**config.mk**
```make
export PLATFORM = sky130hd
export DESIGN_NAME = posit_regime_decode_pipe
export DESIGN_NICKNAME = d
export VERILOG_FILES = /design/src/rtl/posit_pkg.sv /design/src/rtl/posit_run_count.sv /design/src/rtl/posit_regime_decode_pipe.sv
export SDC_FILE = /design/constraint.sdc
export NUM_CORES = 1
export LEC_CHECK = 0
export CAP_MARGIN = 20
export CORE_UTILIZATION = 50
export CTS_CLUSTER_SIZE = 28
export DETAILED_ROUTE_END_ITERATION = 6
export PLACE_DENSITY = 0.76
export SLEW_MARGIN = 20
export SYNTH_ARGS = -nofsm -noshare
export SYNTH_HDL_FRONTEND = slang
export SYNTH_SLANG_ARGS = --single-unit
```
**constraint.sdc**
```tcl
create_clock -name clk -period 10 [get_ports clk]
set_clock_uncertainty 0.05 [all_clocks]
set_input_delay 2 -clock clk [delete_from_list [all_inputs] [get_ports clk]]
set_output_delay 2 -clock clk [all_outputs]
set_load 0.1 [all_outputs]
```
**src/rtl/posit_pkg.sv**
```systemverilog
// posit_pkg: width helpers and the decoded regime bundle
// shared by the posit regime decoder and its consumers.
package posit_pkg;

    localparam int MAX_N = 64;

    function automatic int run_w(input int n);
        return $clog2(n);
    endfunction

    function automatic int k_w(input int n);
        return $clog2(n) + 1;
    endfunction

    localparam int MAX_CW = run_w(MAX_N);
    localparam int MAX_KW = k_w(MAX_N);

    // Sized for the widest legal posit; narrower posits
    // use the low bits of run/k and the high bits of rem.
    typedef struct packed {
        logic              sign;
        logic [MAX_CW-1:0] run;
        logic [MAX_KW-1:0] k;
        logic [MAX_N-2:0]  rem;
        logic              zero;
        logic              nar;
    } posit_regime_t;

endpackage

```
**src/rtl/posit_run_count.sv**
```systemverilog
// posit_run_count: leading-run counter, split into a 2-bit
// pair encoder and a log2 reduction tree over the pair codes.
module posit_run_count #(
    parameter int N  = 32,
    parameter int CW = $clog2(N)
) (
    input  logic [N-2:0]  bits,
    input  logic          lead,
    output logic [N-1:0]  pairs,
    input  logic [N-1:0]  pairs_q,
    output logic [CW-1:0] run
);

    localparam int P  = N / 2;
    localparam int LV = $clog2(P);

    logic [N-1:0] match;

    // A trailing 0 terminates every run, so the count saturates at N-1.
    assign match = {~(bits ^ {(N-1){lead}}), 1'b0};

    // Pair code: 2'b10 = both bits match, 2'b01 = only the upper one.
    always_comb begin
        pairs = '0;
        for (int j = 0; j < P; j++) begin
            pairs[2*j+1] = match[2*j+1] & match[2*j];
            pairs[2*j]   = match[2*j+1] & ~match[2*j];
        end
    end

    // Halve the node list each level; a full left node adds its right sibling.
    always_comb begin
        logic [CW-1:0] cnt [P];
        logic [P-1:0]  full;
        full = '0;
        for (int a = 0; a < P; a++) begin
            cnt[a]  = {{(CW-2){1'b0}}, pairs_q[2*(P-1-a)+1 -: 2]};
            full[a] = pairs_q[2*(P-1-a)+1];
        end
        for (int l = 0; l < LV; l++) begin
            for (int a = 0; a < P / 2; a++) begin
                if (a < (P >> (l + 1))) begin
                    cnt[a]  = cnt[2*a] + (full[2*a] ? cnt[2*a+1] : '0);
                    full[a] = full[2*a] & full[2*a+1];
                end
            end
        end
        run = cnt[0];
    end

endmodule

```
**src/rtl/posit_regime_decode_pipe.sv**
```systemverilog
// posit_regime_decode_pipe: two-stage posit regime decoder with
// valid/ready handshake and a single global stall.
module posit_regime_decode_pipe
    import posit_pkg::*;
#(
    parameter int N  = 32,
    parameter int CW = run_w(N)
) (
    input  logic                 clk,
    input  logic                 rst,
    input  logic                 in_valid,
    output logic                 in_ready,
    input  logic [N-1:0]         in_posit,
    output logic                 out_valid,
    input  logic                 out_ready,
    output logic                 out_sign,
    output logic [CW-1:0]        out_run,
    output logic signed [CW:0]   out_k,
    output logic [N-2:0]         out_rem,
    output logic                 out_zero,
    output logic                 out_nar
);

    localparam int KW = CW + 1;
    localparam logic [N-2:0]  BODY_ONE = {{(N-2){1'b0}}, 1'b1};
    localparam logic [CW-1:0] RUN_LIM  = CW'(N - 2);

    logic          advance;
    logic          sign_in;
    logic [N-2:0]  body_in;
    logic [N-2:0]  neg_in;
    logic          body_zero;
    logic [N-1:0]  pairs_in;

    logic          s1_valid;
    logic          s1_sign;
    logic          s1_zero;
    logic          s1_nar;
    logic [N-2:0]  s1_body;
    logic [N-1:0]  s1_pairs;

    logic [CW-1:0] run_raw;
    logic          special;
    logic [CW:0]   run_x;
    logic [CW:0]   shamt;
    logic [CW-1:0] run_c;
    logic [CW:0]   k_c;
    logic [N-2:0]  rem_c;

    assign advance  = !out_valid || out_ready;
    assign in_ready = advance;

    assign sign_in   = in_posit[N-1];
    assign body_in   = in_posit[N-2:0];
    assign neg_in    = sign_in ? (~body_in + BODY_ONE) : body_in;
    assign body_zero = (body_in == '0);

    posit_run_count #(
        .N  (N),
        .CW (CW)
    ) u_run (
        .bits    (neg_in),
        .lead    (neg_in[N-2]),
        .pairs   (pairs_in),
        .pairs_q (s1_pairs),
        .run     (run_raw)
    );

    // Stage 1: capture sign, negated body, specials and pair codes.
    always_ff @(posedge clk) begin
        if (rst) begin
            s1_valid <= 1'b0;
            s1_sign  <= 1'b0;
            s1_zero  <= 1'b0;
            s1_nar   <= 1'b0;
            s1_body  <= '0;
            s1_pairs <= '0;
        end else if (advance) begin
            s1_valid <= in_valid;
            if (in_valid) begin
                s1_sign  <= sign_in;
                s1_zero  <= body_zero & ~sign_in;
                s1_nar   <= body_zero & sign_in;
                s1_body  <= neg_in;
                s1_pairs <= pairs_in;
            end
        end
    end

    // Stage 2 datapath: zero and NaR force run, k and rem to 0.
    always_comb begin
        special = s1_zero | s1_nar;
        run_x   = {1'b0, run_raw};
        shamt   = run_x + KW'(1);
        run_c   = special ? '0 : run_raw;
        k_c     = '0;
        rem_c   = '0;
        if (!special) begin
            k_c = s1_body[N-2] ? (run_x - KW'(1)) : (KW'(0) - run_x);
            if (run_raw < RUN_LIM) begin
                rem_c = s1_body << shamt;
            end
        end
    end

    // Stage 2 registers drive the outputs and hold while stalled.
    always_ff @(posedge clk) begin
        if (rst) begin
            out_valid <= 1'b0;
            out_sign  <= 1'b0;
            out_run   <= '0;
            out_k     <= '0;
            out_rem   <= '0;
            out_zero  <= 1'b0;
            out_nar   <= 1'b0;
        end else if (advance) begin
            out_valid <= s1_valid;
            if (s1_valid) begin
                out_sign <= s1_sign;
                out_run  <= run_c;
                out_k    <= k_c;
                out_rem  <= rem_c;
                out_zero <= s1_zero;
                out_nar  <= s1_nar;
            end
        end
    end

endmodule
```
==> out/metrics.csv <==
stage,metric,value,unit
sta,Final setup violation count,0,
sta,part of the cycle the worst path needs,73.7,%
yosys,Synth Flop Type,sky130_fd_sc_hd__dfxtp_1,
floorplan,number of top-level design ports,83,
worst_setup_path,worst endpoint required time,10210,ps
worst_setup_path,WP data arrival,7580,ps
yosys,count of flip-flops with a built-in enable after synthesis,0,
sta,post-layout min period,7370,ps
power_and_ir_drop,largest voltage drop on the vdd net,0.000109,V
global_route,total global routing track utilization,24.7,%
hold_path,path class of the lowest-slack min-delay path,reg2reg,
power_and_ir_drop,part of the total power dissipated in sequential elements,38.9,%
worst_setup_path,launching element type of the critical path,flip-flop,
clocking,Clock Path Buffers,2,
global_route,initial antenna violation count,0,
drt,DRT iter0 DRCs,420,
yosys,part of the Yosys area used for sequential elements,29.3,%
drt,via count,6468,
clocking,clock edge transition at the registers on the reported setup and hold paths,80,ps
finish,final core utilization,60.1,%
yosys,synthesized netlist net count,954,
power_and_ir_drop,portion of total power attributed to the clock network,28.2,%
drt,"wirelength, routed",18.5,mm
clocking,H-tree levels,3,
floorplan,die height,126,um
worst_setup_path,critical path class,reg2reg,
yosys,post-synthesis instance total,879,
floorplan,Die ar.,15800,sq um
yosys,library cells used by synthesis,61,
power_and_ir_drop,combinational share of power,32.9,%
clocking,clock tree from TritonCTS,done,
sta,setup repair after global routing missed its margin,false,
placement,I/O Buffers,82,
yosys,"Async S/R FF share, synth",0,%
finish,share of post-route cells with drive strength above 1,9.20,%
job,Max-Cap Viols,0,
clocking,Inserted Clock Buffers,9,
yosys,Avg Synthesized Cell Area,8.69,sq um
yosys,area of the mapped netlist,7640,sq um
floorplan,Starting Density,52.0,%
clocking,PostCTS Resize Cnt,0,
drt,First-pass DRT Iterations,7,
clocking,number of buffers inserted to repair setup after CTS,0,
finish,synth-to-layout area growth,15.7,%
clocking,clock latency of the later-clocked register in the worst-skew pair,370,ps
power_and_ir_drop,share of total power consumed by net switching,37.4,%
sta,final-report hold violation count,0,
finish,"Net count, final",994,
finish,"top library cells by usage in the layout, fill and taps aside","sky130_fd_sc_hd__nor2_1, sky130_fd_sc_hd__dfxtp_1, sky130_fd_sc_hd__clkdlybuf4s50_1",
floorplan,number of standard-cell rows in the floorplan,44,
worst_setup_path,endpoint kind of the worst setup timing path,flip-flop,
sta,final total negative setup slack,0,ps
clocking,# hold bufs at CTS,0,
sta,slew at the pin closest to its max-slew limit,1050,ps
clocking,root buffer cell,sky130_fd_sc_hd__clkbuf_16,
run_status,violations in the final reports,DRC,
drt,Remaining DRCs,9,
global_route,maximum number of pins on one net before global-route repair,118,
yosys,Synth Warn #,0,
sta,max_slew headroom,29.8,%
global_route,wire length of the first global-routing pass,31.1,mm
clocking,clock sinks,112,
power_and_ir_drop,leakage power,3.43,nW
sta,timing-limited maximum frequency,136,MHz
placement,HPWL Detailed,13.9,mm
finish,diodes inserted,0,
global_route,vias in the first global route,5989,
power_and_ir_drop,internal power summed over all cells,812,uW
power_and_ir_drop,total power per unit cell area,147,nW/um^2
sta,number of pins exceeding their max-slew limit in the final report,0,
worst_setup_path,highest fanout seen on the critical path,44,
floorplan,chip width,126,um
finish,number of filler instances in the final layout,1340,
drt,routed wirelength normalized by instance count,16.7,um
drt,residual antenna-violating net count after detailed routing,0,
power_and_ir_drop,P_sw,486,uW
yosys,number of storage elements in the synthesis netlist,112,
run_status,outcome,finished with violations,
drt,number of vias per cell after detailed routing,5.84,
global_route,global route total overflow,0,
placement,routability congestion estimate from global placement,0.899,
floorplan,floorplan core area,14700,sq um
==> final cells by class <==
class / count / area [sq um] / area share (%)
Multi-Input combinational cell: 685 / 5100 / 57.7
Sequential cell: 112 / 2240 / 25.4
Timing Repair Buffer: 92 / 897 / 10.1
Tap cell: 184 / 230 / 2.60
Clock buffer: 9 / 225 / 2.55
Clock inverter: 7 / 72.6 / 0.821
Inverter: 19 / 71.3 / 0.807
==> cells in the mapped netlist, drive strengths merged, types with 8 or more instances <==
cell type  number  area share (%)
xor2           34             3.9
nor2          112             5.5
buf            12            0.95
a32oi          11             1.3
a22o           14             1.6
ha             26             4.3
a311oi         13             1.7
mux2           21             3.1
a22oi          10            0.98
nand2          62             3.0
o21ai          25             1.6
nand3          17             1.1
nor3           22             1.6
dfxtp         112              29
mux2i          61             8.0
a211oi         47             4.6
and2           30             2.5
or3            14             1.2
fa             13             3.4
a21oi          34             2.2
inv            18            0.88
and3            9            0.74
clkbuf         51             2.5
mux4            8             2.4
nor2b           9            0.74
xnor2          15             2.1
o41ai          11             1.5
==> sequential cells by signal, indices dropped and copies added, names as in the netlist <==
register	count
s1_pairs	31
out_k	6
out_sign	1
out_run	5
out_zero	1
out_nar	1
s1_nar	1
out_rem	31
s1_zero	1
s1_body	31
s1_sign	1
out_valid	1
s1_valid	1
==> logic make-up (layout without fill, tap and decap cells) <==
group / Yosys count / in the layout / share of synthesized area [%]
flip-flops: 112 / 112 / 29.3
AND/OR/NAND/NOR: 321 / 321 / 21.3
buffers and inverters: 82 / 127 / 4.39
XOR/XNOR: 50 / 50 / 6.30
adder cells (fa/ha/maj): 39 / 39 / 7.66
multiplexers: 90 / 90 / 13.4
AO/OA/AOI/OAI: 185 / 185 / 17.6
==> worst max-delay path: stages, from the launching register on <==
cell and delay, ps:
sky130_fd_sc_hd__dfxtp_1 330, sky130_fd_sc_hd__and2_1 160, sky130_fd_sc_hd__ha_1 260, sky130_fd_sc_hd__and3_1 190
sky130_fd_sc_hd__fa_1 380, sky130_fd_sc_hd__ha_1 280, sky130_fd_sc_hd__nand2_1 60, sky130_fd_sc_hd__fa_1 480
sky130_fd_sc_hd__inv_1 40, sky130_fd_sc_hd__ha_1 270, sky130_fd_sc_hd__and2_1 180, sky130_fd_sc_hd__fa_1 490
sky130_fd_sc_hd__fa_2 540, sky130_fd_sc_hd__buf_4 470, sky130_fd_sc_hd__ha_1 880, sky130_fd_sc_hd__clkinv_1 730
sky130_fd_sc_hd__a211oi_1 350, sky130_fd_sc_hd__a21oi_1 100, sky130_fd_sc_hd__mux2_2 300, sky130_fd_sc_hd__mux2_2 250
sky130_fd_sc_hd__mux2_2 260, sky130_fd_sc_hd__a22o_1 190
==> power by group through the flow <==
stage | sequential [mW] | combinational [mW] | clock [mW]
4_1_cts | 0.505 | 0.425 | 0.371
5_1_grt | 0.510 | 0.466 | 0.387
3_3_place_gp | 0.515 | 0.420 | 0
3_5_place_dp | 0.516 | 0.423 | 0
2_1_floorplan | 0.581 | 0.251 | 0
6_report | 0.506 | 0.427 | 0.366
==> final timing paths <==
kind,startpoint,end,slack (ps),depth (start not counted)
max,s1_pairs[3],out_rem[29],2630,21
min reg2reg,out_rem[6],out_rem[6],400,2
max reg2reg,s1_pairs[3],out_rem[29],2630,21
min,out_rem[6],out_rem[6],400,2
==> layer usage <==
metal / track usage, % / up-vias / part of all wire, %
li1: - / 3280 / -
met4: 9.54 / 0 / 2.2
met1: 34.9 / 3004 / 49
met5: 0 / - / 0
met2: 38.8 / 160 / 46
met3: 2.68 / 24 / 3.0
==> metrics by stage <==
step	power, mW	std cells	worst slack [ps]	hold WS (ps)	area, sq um
global placement	0.935	1092	2740	392	8530
detailed placement	0.939	1092	2620	396	8530
CTS	1.30	1108	2620	410	8820
floorplan	0.832	879	3600	382	7640
finish	1.30	1108	2630	404	8840
global route	1.36	1108	2060	429	8840
No activity file was read; power rests on OpenSTA's default activity.
